**src/rtl/alu_pkg.sv**
```systemverilog
// Shared constants for the ALU sharing controller: ALU control codes,
// data width and the controller FSM state encoding.
package alu_pkg;

  localparam int DATA_W = 32;
  localparam int CTL_W  = 4;

  localparam logic [CTL_W-1:0] ALU_AND = 4'd0;
  localparam logic [CTL_W-1:0] ALU_OR  = 4'd1;
  localparam logic [CTL_W-1:0] ALU_ADD = 4'd2;
  localparam logic [CTL_W-1:0] ALU_DIV = 4'd3;
  localparam logic [CTL_W-1:0] ALU_SUB = 4'd6;
  localparam logic [CTL_W-1:0] ALU_SLT = 4'd7;
  localparam logic [CTL_W-1:0] ALU_NOR = 4'd12;

  typedef enum logic [1:0] {
    ST_IDLE = 2'd0,
    ST_EXEC = 2'd1,
    ST_DIV  = 2'd2,
    ST_RESP = 2'd3
  } state_e;

endpackage

```
**src/rtl/alu_share_arbiter_if.sv**
```systemverilog
// Bundle of request, response and shared-ALU signals between the two
// requesters, the response consumer, the ALU and the sharing controller.
interface alu_share_arbiter_if;
  import alu_pkg::*;

  // Handshake: a request or response transfers on a rising edge where valid
  // and ready are both high. req_ready is a one-hot, single-cycle accept
  // strobe; a requester keeps req_valid and its operands steady until then.
  logic [1:0]          req_valid;
  logic [1:0]          req_ready;
  logic [2*CTL_W-1:0]  req_ctl;
  logic [2*DATA_W-1:0] req_a;
  logic [2*DATA_W-1:0] req_b;
  logic                rsp_valid;
  logic                rsp_ready;
  logic                rsp_id;
  logic [DATA_W-1:0]   rsp_data;
  logic                rsp_zero;
  logic [CTL_W-1:0]    alu_ctl;
  logic [DATA_W-1:0]   alu_a;
  logic [DATA_W-1:0]   alu_b;
  logic [DATA_W-1:0]   alu_out;
  logic                alu_zero;

  modport slave (
    input  req_valid, req_ctl, req_a, req_b, rsp_ready, alu_out, alu_zero,
    output req_ready, rsp_valid, rsp_id, rsp_data, rsp_zero,
           alu_ctl, alu_a, alu_b
  );

  modport master (
    output req_valid, req_ctl, req_a, req_b, rsp_ready, alu_out, alu_zero,
    input  req_ready, rsp_valid, rsp_id, rsp_data, rsp_zero,
           alu_ctl, alu_a, alu_b
  );

endinterface

```
**src/rtl/seq_divider.sv**
```systemverilog
// Restoring unsigned divider producing one quotient bit per cycle; only
// built when ALU_ARB_DIV_EN is defined. Divide by zero yields all ones.
`ifdef ALU_ARB_DIV_EN
module seq_divider
  import alu_pkg::*;
#(
    parameter int DIV_CYCLES = 32
) (
    input  logic              clk,
    input  logic              rst,
    input  logic              start,
    input  logic [DATA_W-1:0] dividend,
    input  logic [DATA_W-1:0] divisor,
    output logic              busy,
    output logic              done,
    output logic [DATA_W-1:0] quotient
);

    localparam int CNT_W = $clog2(DIV_CYCLES + 1);

    logic              busy_q;
    logic [CNT_W-1:0]  cnt_q;
    logic [DATA_W-1:0] rem_q, rem_d;
    logic [DATA_W-1:0] quo_q, quo_d;
    logic [DATA_W-1:0] dvs_q;
    logic [DATA_W:0]   rem_sh;
    logic [DATA_W+1:0] diff;
    logic              unused_diff;

    always_comb begin
        rem_sh = {rem_q, quo_q[DATA_W-1]};
        diff   = {1'b0, rem_sh} - {2'b00, dvs_q};
        // A non-negative difference means the divisor fits: keep it, emit a 1.
        if (!diff[DATA_W+1]) begin
            rem_d = diff[DATA_W-1:0];
            quo_d = {quo_q[DATA_W-2:0], 1'b1};
        end else begin
            rem_d = rem_sh[DATA_W-1:0];
            quo_d = {quo_q[DATA_W-2:0], 1'b0};
        end
    end

    assign unused_diff = diff[DATA_W];

    always_ff @(posedge clk) begin
        if (rst) begin
            busy_q <= 1'b0;
            cnt_q  <= '0;
            rem_q  <= '0;
            quo_q  <= '0;
            dvs_q  <= '0;
        end else if (start) begin
            busy_q <= 1'b1;
            cnt_q  <= CNT_W'(DIV_CYCLES);
            rem_q  <= '0;
            quo_q  <= dividend;
            dvs_q  <= divisor;
        end else if (busy_q) begin
            rem_q <= rem_d;
            quo_q <= quo_d;
            cnt_q <= cnt_q - CNT_W'(1);
            if (cnt_q == CNT_W'(1)) busy_q <= 1'b0;
        end
    end

    // The final iteration's result is handed out combinationally with done.
    assign busy     = busy_q;
    assign done     = busy_q && (cnt_q == CNT_W'(1));
    assign quotient = quo_d;

endmodule
`endif

```
**src/rtl/alu_share_arbiter.sv**
```systemverilog
// Round-robin sharing of one combinational ALU between two requesters with a
// registered, id-tagged response. Define ALU_ARB_DIV_EN to run divides on an
// internal sequential divider instead of the ALU.
module alu_share_arbiter
  import alu_pkg::*;
#(
    parameter int NREQ       = 2,
    parameter int DIV_CYCLES = 32
) (
    input  logic                clk,
    input  logic                rst,
    alu_share_arbiter_if.slave  bus,
    output state_e              state_o
);

    localparam int ID_W = $clog2(NREQ);

    state_e            state_q, state_d;
    logic [ID_W-1:0]   grant_id, last_grant_q;
    logic              any_req;
    logic              is_div;
    logic [CTL_W-1:0]  sel_ctl;
    logic [DATA_W-1:0] sel_a, sel_b;
    logic [1:0]        req_ready_c;
    logic              rsp_valid_c;
    logic              rsp_id_q;
    logic [DATA_W-1:0] rsp_data_q;
    logic              rsp_zero_q;
    logic [CTL_W-1:0]  alu_ctl_q;
    logic [DATA_W-1:0] alu_a_q, alu_b_q;
    logic              unused_alu_zero;

    assign unused_alu_zero = bus.alu_zero;

    // Tie goes to whoever was not granted last.
    always_comb begin
        any_req = |bus.req_valid;
        if (&bus.req_valid) grant_id = ~last_grant_q;
        else                grant_id = bus.req_valid[0] ? '0 : '1;
        sel_ctl = grant_id[0] ? bus.req_ctl[7:4]   : bus.req_ctl[3:0];
        sel_a   = grant_id[0] ? bus.req_a[63:32]   : bus.req_a[31:0];
        sel_b   = grant_id[0] ? bus.req_b[63:32]   : bus.req_b[31:0];
    end

`ifdef ALU_ARB_DIV_EN
    logic              div_done;
    logic              unused_div_busy;
    logic [DATA_W-1:0] div_quo;

    assign is_div = (sel_ctl == ALU_DIV);

    seq_divider #(.DIV_CYCLES(DIV_CYCLES)) u_div (
        .clk      (clk),
        .rst      (rst),
        .start    ((state_q == ST_IDLE) && any_req && is_div),
        .dividend (sel_a),
        .divisor  (sel_b),
        .busy     (unused_div_busy),
        .done     (div_done),
        .quotient (div_quo)
    );
`else
    localparam int unused_div_cycles = DIV_CYCLES;
    assign is_div = 1'b0;
`endif

    always_ff @(posedge clk) begin
        if (rst) state_q <= ST_IDLE;
        else     state_q <= state_d;
    end

    always_comb begin
        state_d = state_q;
        case (state_q)
            ST_IDLE: if (any_req) state_d = is_div ? ST_DIV : ST_EXEC;
            ST_EXEC: state_d = ST_RESP;
`ifdef ALU_ARB_DIV_EN
            ST_DIV:  if (div_done) state_d = ST_RESP;
`endif
            ST_RESP: if (bus.rsp_ready) state_d = ST_IDLE;
            default: state_d = ST_IDLE;
        endcase
    end

    always_comb begin
        req_ready_c = '0;
        if ((state_q == ST_IDLE) && any_req && !rst) req_ready_c[grant_id] = 1'b1;
        rsp_valid_c = (state_q == ST_RESP);
    end

    // Divides never load the ALU registers, so the ALU never sees ctl 3 then.
    always_ff @(posedge clk) begin
        if (rst) begin
            last_grant_q <= '1;
            rsp_id_q     <= 1'b0;
            rsp_data_q   <= '0;
            rsp_zero_q   <= 1'b0;
            alu_ctl_q    <= '0;
            alu_a_q      <= '0;
            alu_b_q      <= '0;
        end else begin
            if ((state_q == ST_IDLE) && any_req) begin
                last_grant_q <= grant_id;
                rsp_id_q     <= grant_id[0];
                if (!is_div) begin
                    alu_ctl_q <= sel_ctl;
                    alu_a_q   <= sel_a;
                    alu_b_q   <= sel_b;
                end
            end
            if (state_q == ST_EXEC) begin
                rsp_data_q <= bus.alu_out;
                rsp_zero_q <= (bus.alu_out == '0);
            end
`ifdef ALU_ARB_DIV_EN
            if ((state_q == ST_DIV) && div_done) begin
                rsp_data_q <= div_quo;
                rsp_zero_q <= (div_quo == '0);
            end
`endif
        end
    end

    assign bus.req_ready = req_ready_c;
    assign bus.rsp_valid = rsp_valid_c;
    assign bus.rsp_id    = rsp_id_q;
    assign bus.rsp_data  = rsp_data_q;
    assign bus.rsp_zero  = rsp_zero_q;
    assign bus.alu_ctl   = alu_ctl_q;
    assign bus.alu_a     = alu_a_q;
    assign bus.alu_b     = alu_b_q;
    assign state_o       = state_q;

endmodule

```
**src/flat_wrapper.sv**
```systemverilog
// flat-port wrapper written by rule: the top's interface ports become plain ports
module alu_share_arbiter_flat import alu_pkg::*;
#(
    parameter int NREQ       = 2,
    parameter int DIV_CYCLES = 32
)
  (clk, rst, state_o, bus_req_valid, bus_req_ctl, bus_req_a, bus_req_b, bus_rsp_ready, bus_alu_out, bus_alu_zero, bus_req_ready, bus_rsp_valid, bus_rsp_id, bus_rsp_data, bus_rsp_zero, bus_alu_ctl, bus_alu_a, bus_alu_b);
  alu_share_arbiter_if bus_i ();
  input  logic clk;
  input  logic rst;
  output state_e state_o;
  input wire logic [$bits(bus_i.req_valid)-1:0] bus_req_valid;
  input wire logic [$bits(bus_i.req_ctl)-1:0] bus_req_ctl;
  input wire logic [$bits(bus_i.req_a)-1:0] bus_req_a;
  input wire logic [$bits(bus_i.req_b)-1:0] bus_req_b;
  input wire logic [$bits(bus_i.rsp_ready)-1:0] bus_rsp_ready;
  input wire logic [$bits(bus_i.alu_out)-1:0] bus_alu_out;
  input wire logic [$bits(bus_i.alu_zero)-1:0] bus_alu_zero;
  output wire logic [$bits(bus_i.req_ready)-1:0] bus_req_ready;
  output wire logic [$bits(bus_i.rsp_valid)-1:0] bus_rsp_valid;
  output wire logic [$bits(bus_i.rsp_id)-1:0] bus_rsp_id;
  output wire logic [$bits(bus_i.rsp_data)-1:0] bus_rsp_data;
  output wire logic [$bits(bus_i.rsp_zero)-1:0] bus_rsp_zero;
  output wire logic [$bits(bus_i.alu_ctl)-1:0] bus_alu_ctl;
  output wire logic [$bits(bus_i.alu_a)-1:0] bus_alu_a;
  output wire logic [$bits(bus_i.alu_b)-1:0] bus_alu_b;
  assign bus_i.req_valid = bus_req_valid;
  assign bus_i.req_ctl = bus_req_ctl;
  assign bus_i.req_a = bus_req_a;
  assign bus_i.req_b = bus_req_b;
  assign bus_i.rsp_ready = bus_rsp_ready;
  assign bus_i.alu_out = bus_alu_out;
  assign bus_i.alu_zero = bus_alu_zero;
  assign bus_req_ready = bus_i.req_ready;
  assign bus_rsp_valid = bus_i.rsp_valid;
  assign bus_rsp_id = bus_i.rsp_id;
  assign bus_rsp_data = bus_i.rsp_data;
  assign bus_rsp_zero = bus_i.rsp_zero;
  assign bus_alu_ctl = bus_i.alu_ctl;
  assign bus_alu_a = bus_i.alu_a;
  assign bus_alu_b = bus_i.alu_b;
  alu_share_arbiter #(.NREQ(NREQ), .DIV_CYCLES(DIV_CYCLES)) u_core (.clk(clk), .rst(rst), .bus(bus_i), .state_o(state_o));
endmodule
```
**config.mk**
```make
export PLATFORM = sky130hd
export DESIGN_NAME = alu_share_arbiter_flat
export DESIGN_NICKNAME = d
export VERILOG_FILES = /design/src/rtl/alu_pkg.sv /design/src/rtl/alu_share_arbiter_if.sv /design/src/rtl/seq_divider.sv /design/src/rtl/alu_share_arbiter.sv /design/src/flat_wrapper.sv
export SDC_FILE = /design/constraint.sdc
export NUM_CORES = 1
export LEC_CHECK = 0
export CAP_MARGIN = 5
export CORE_ASPECT_RATIO = 0.5
export CORE_MARGIN = 4
export CORE_UTILIZATION = 43
export DETAILED_ROUTE_END_ITERATION = 7
export GPL_TIMING_DRIVEN = 0
export HOLD_SLACK_MARGIN = 0.06
export PLACE_DENSITY = 0.87
export SLEW_MARGIN = 20
export SYNTH_ARGS = -nofsm -noshare
export SYNTH_HDL_FRONTEND = slang
export SYNTH_SLANG_ARGS = --single-unit
```
**constraint.sdc**
```tcl
create_clock -name clk -period 3.1 [get_ports clk]
set_clock_uncertainty 0.15 [all_clocks]
set_input_delay 0.465 -clock clk [delete_from_list [all_inputs] [get_ports clk]]
set_output_delay 0.465 -clock clk [all_outputs]
set_load 0.01 [all_outputs]
```
==> impl_results.md <==
* Non-Filler Instances at 1036
* Worst hold path type: reg -> reg
* Antenna violations before repair at 0
* Nets at 1040
* HPWL Detailed at 14.71 mm
* Drt initial violations at 457
* R2R cell count at 5
* Row Count at 28
* Top_reg_cell synth: dfxtp_1
* Syn Std Cell Area at 5345 um^2
* Number of post-CTS setup repair buffers at 0
* Number of synthesized register bits at 105
* Critical path class: in -> out
* Final Setup Violations at 0
* Total track usage at 0.2493
* Clock Path Buffers at 2
* Worst setup EP type: primary output
* Worst-margin pin slew at 0.7499 ns
* Die Ht at 86.84 um
* Largest net degree at the start of global routing at 20
* CTS tree: done
* Crit. Startpoint: bus_req_valid[1]
* Num CTS Buffers at 9
* Worst slew margin at 0.5001
* Pre-antenna DRT Iters at 5
* # placed instances at 1020
* DR vias at 5748
* Core ar. at 11980 um^2
* Flop2flop setup slack at 1.26 ns
* Slew Viols, Final at 0
* Syn_nets at 752
* Leakage at 2.842 nW
* DRT antenna net count at 0
* Max-cap violations at 0
* Ys Warns at 0
* H-tree depth at 3
* # port buffers at 277
* Pwr Density at 479.5 nW/um^2
* Total grt overflow at 0
* Worst skew pair latency at 0.34 ns
* Synth-to-layout area growth at 61.12%
* Die ar. at 14390 um^2
* Num ports at 281
* Syn Inst Count at 578
* Fillcell total at 916
* Req. time, crit path at 2.48 ns
* Crit start category: primary input
* Average cell area after synthesis at 9.248 um^2
* Antenna cell count at 0
* Clock transition at the registers of the reported paths at 0.08 ns
* Vias per inst at 5.548
* Register Area at 2102 um^2
* CP arrival at 2.41 ns
* Clock sinks at 105
* Post-DR wirelength/cell at 18.59 um
* Most common cell after layout, fill and taps aside: clkdlybuf4s50_1
* Crit path capture: bus_req_ready[1]
* Worst R2R Start: u_core.state_o[1]$_SDFFE_PP0P_
* Multi-input gate area in the final layout at 2806 um^2
* Post-synth ARST share at 0
* EDFF count, synth at 0
* VDD IR max at 0.2760 mV
* Final critical-path share of the clock period at 0.9760
* CP Max Fanout at 10
* DRC viols at 0
* Worst reg2reg endpoint: u_core.bus.alu_a[14]$_SDFFE_PP0P_
* F_max at 330.5 MHz
* Final min period at 3.026 ns
* Most frequent cells in the layout: 276 x clkdlybuf4s50_1, 105 x dfxtp_1, 102 x a21oi_1
* Setup TNS at 0 ns
* RSZ-0062 raised after global routing: false
* Starting Density at 0.4461
* Total routed wirelength at 19.26 mm
* Clock Tree Root: clkbuf_16
* Share of layout cells above drive strength 1 at 0.1171
* Die Wd at 165.7 um
* First-pass GRT wire length at 29.16 mm
* Synth unique cells at 29
* Outcome: completed
* Final hold violation count at 0
* Sequential share of the synthesized area at 0.3933
* Vias in the first global route at 5591
* Gpl congestion at 0.9083
per-layer routing:
| layer | vias up | GRT usage | share of wire |
|---|---|---|---|
| met4 | 0 | 0.07485 | 0.023 |
| met1 | 2766 | 0.2942 | 0.41 |
| met5 | - | 0 | 0 |
| li1 | 2744 | - | - |
| met3 | 30 | 0.05649 | 0.053 |
| met2 | 208 | 0.4601 | 0.51 |
state kept, by name, indices dropped and copies added, names as in the netlist:
register,cells
u_core.bus.alu_b,32
u_core.bus.rsp_id,1
u_core.bus.alu_ctl,4
u_core.bus.rsp_data,32
u_core.state_o,2
u_core.bus.rsp_zero,1
u_core.bus.alu_a,32
u_core.last_grant_q,1
final cells by class:
cell class / count / area share
Tap cell: 165 / 0.02397
Clock buffer: 10 / 0.02659
Multi-Input combinational cell: 397 / 0.3259
Sequential cell: 105 / 0.2441
Timing Repair Buffer: 277 / 0.3218
Clock inverter: 6 / 0.006974
Inverter: 3 / 0.001308
Buffer: 73 / 0.04940
how the worst min path moves through the flow:
stage / startpoint / endpoint / slack [ns] / cells past startpoint
3_5_place_dp: u_core.bus.rsp_data[22]$_SDFFE_PP0N_ / u_core.bus.rsp_data[22]$_SDFFE_PP0N_ / 0.30 / 2
4_1_cts: u_core.bus.rsp_data[8]$_SDFFE_PP0N_ / u_core.bus.rsp_data[8]$_SDFFE_PP0N_ / 0.31 / 2
2_1_floorplan: u_core.bus.rsp_data[0]$_SDFFE_PP0N_ / u_core.bus.rsp_data[0]$_SDFFE_PP0N_ / 0.33 / 2
3_3_place_gp: u_core.bus.rsp_data[24]$_SDFFE_PP0N_ / u_core.bus.rsp_data[24]$_SDFFE_PP0N_ / 0.29 / 2
6_report: u_core.bus.rsp_data[22]$_SDFFE_PP0N_ / u_core.bus.rsp_data[22]$_SDFFE_PP0N_ / 0.31 / 2
5_1_grt: u_core.bus.rsp_data[30]$_SDFFE_PP0N_ / u_core.bus.rsp_data[30]$_SDFFE_PP0N_ / 0.32 / 2
timing repair:
action | 4_1_cts | 5_1_grt
hold buffers | 0 | 0
setup endpoints to repair | 1 | 0
resized for setup | 1 | 0
hold endpoints to repair | 0 | 0
report_power, final:
group	switching, W	internal [W]
Sequential	0.0000885	0.00151
Clock	0.000559	0.000567
Combinational	0.000655	0.000754
Total	0.00130	0.00283
through the flow:
step	setup slack (ns)	hold WS (ns)	util	instance area (um^2)	total power [W]
2_1_floorplan	0.9935	0.3305	-	5345	0.002329
3_3_place_gp	0.01402	0.2920	0.6948	8324	0.003000
3_5_place_dp	0.01237	0.2979	0.6948	8324	0.003028
4_1_cts	0.07897	0.3086	0.7188	8612	0.004141
5_1_grt	0.02840	0.3220	0.7188	8612	0.004301
6_report	0.07432	0.3077	0.7188	8612	0.004129
synthesized netlist by cell type, types with 2 or more instances:
| library cell | count | area [um^2] |
|---|---|---|
| nand3_1 | 3 | 15.01 |
| nand2_1 | 64 | 240.2 |
| a21oi_1 | 102 | 510.5 |
| inv_1 | 2 | 7.510 |
| clkbuf_1 | 58 | 217.7 |
| dfxtp_1 | 105 | 2102 |
| nand3b_1 | 68 | 510.5 |
| nor4_1 | 8 | 50.05 |
| buf_6 | 2 | 22.52 |
| buf_2 | 5 | 25.02 |
| o21ai_0 | 68 | 340.3 |
| nor3_1 | 2 | 10.01 |
| buf_12 | 8 | 160.2 |
| a311oi_2 | 68 | 1021 |
logic make-up after synthesis:
| kind of cell | count (synthesis) | synth area share |
|---|---|---|
| AOI/OAI and AO/OA | 244 | 0.3591 |
| buffers and inverters | 76 | 0.08169 |
| and+or+nand+nor | 153 | 0.1660 |
| DFF | 105 | 0.3933 |
worst max-delay path, stage by stage:
cell,delay (ns)
clkdlybuf4s50_1,0.47
o21ba_1,0.15
buf_6,0.14
and2_4,0.16
buf_12,0.15
buf_12,0.15
o211a_1,0.15
clkdlybuf4s50_1,0.57
Power figures use the tool's default switching activity.
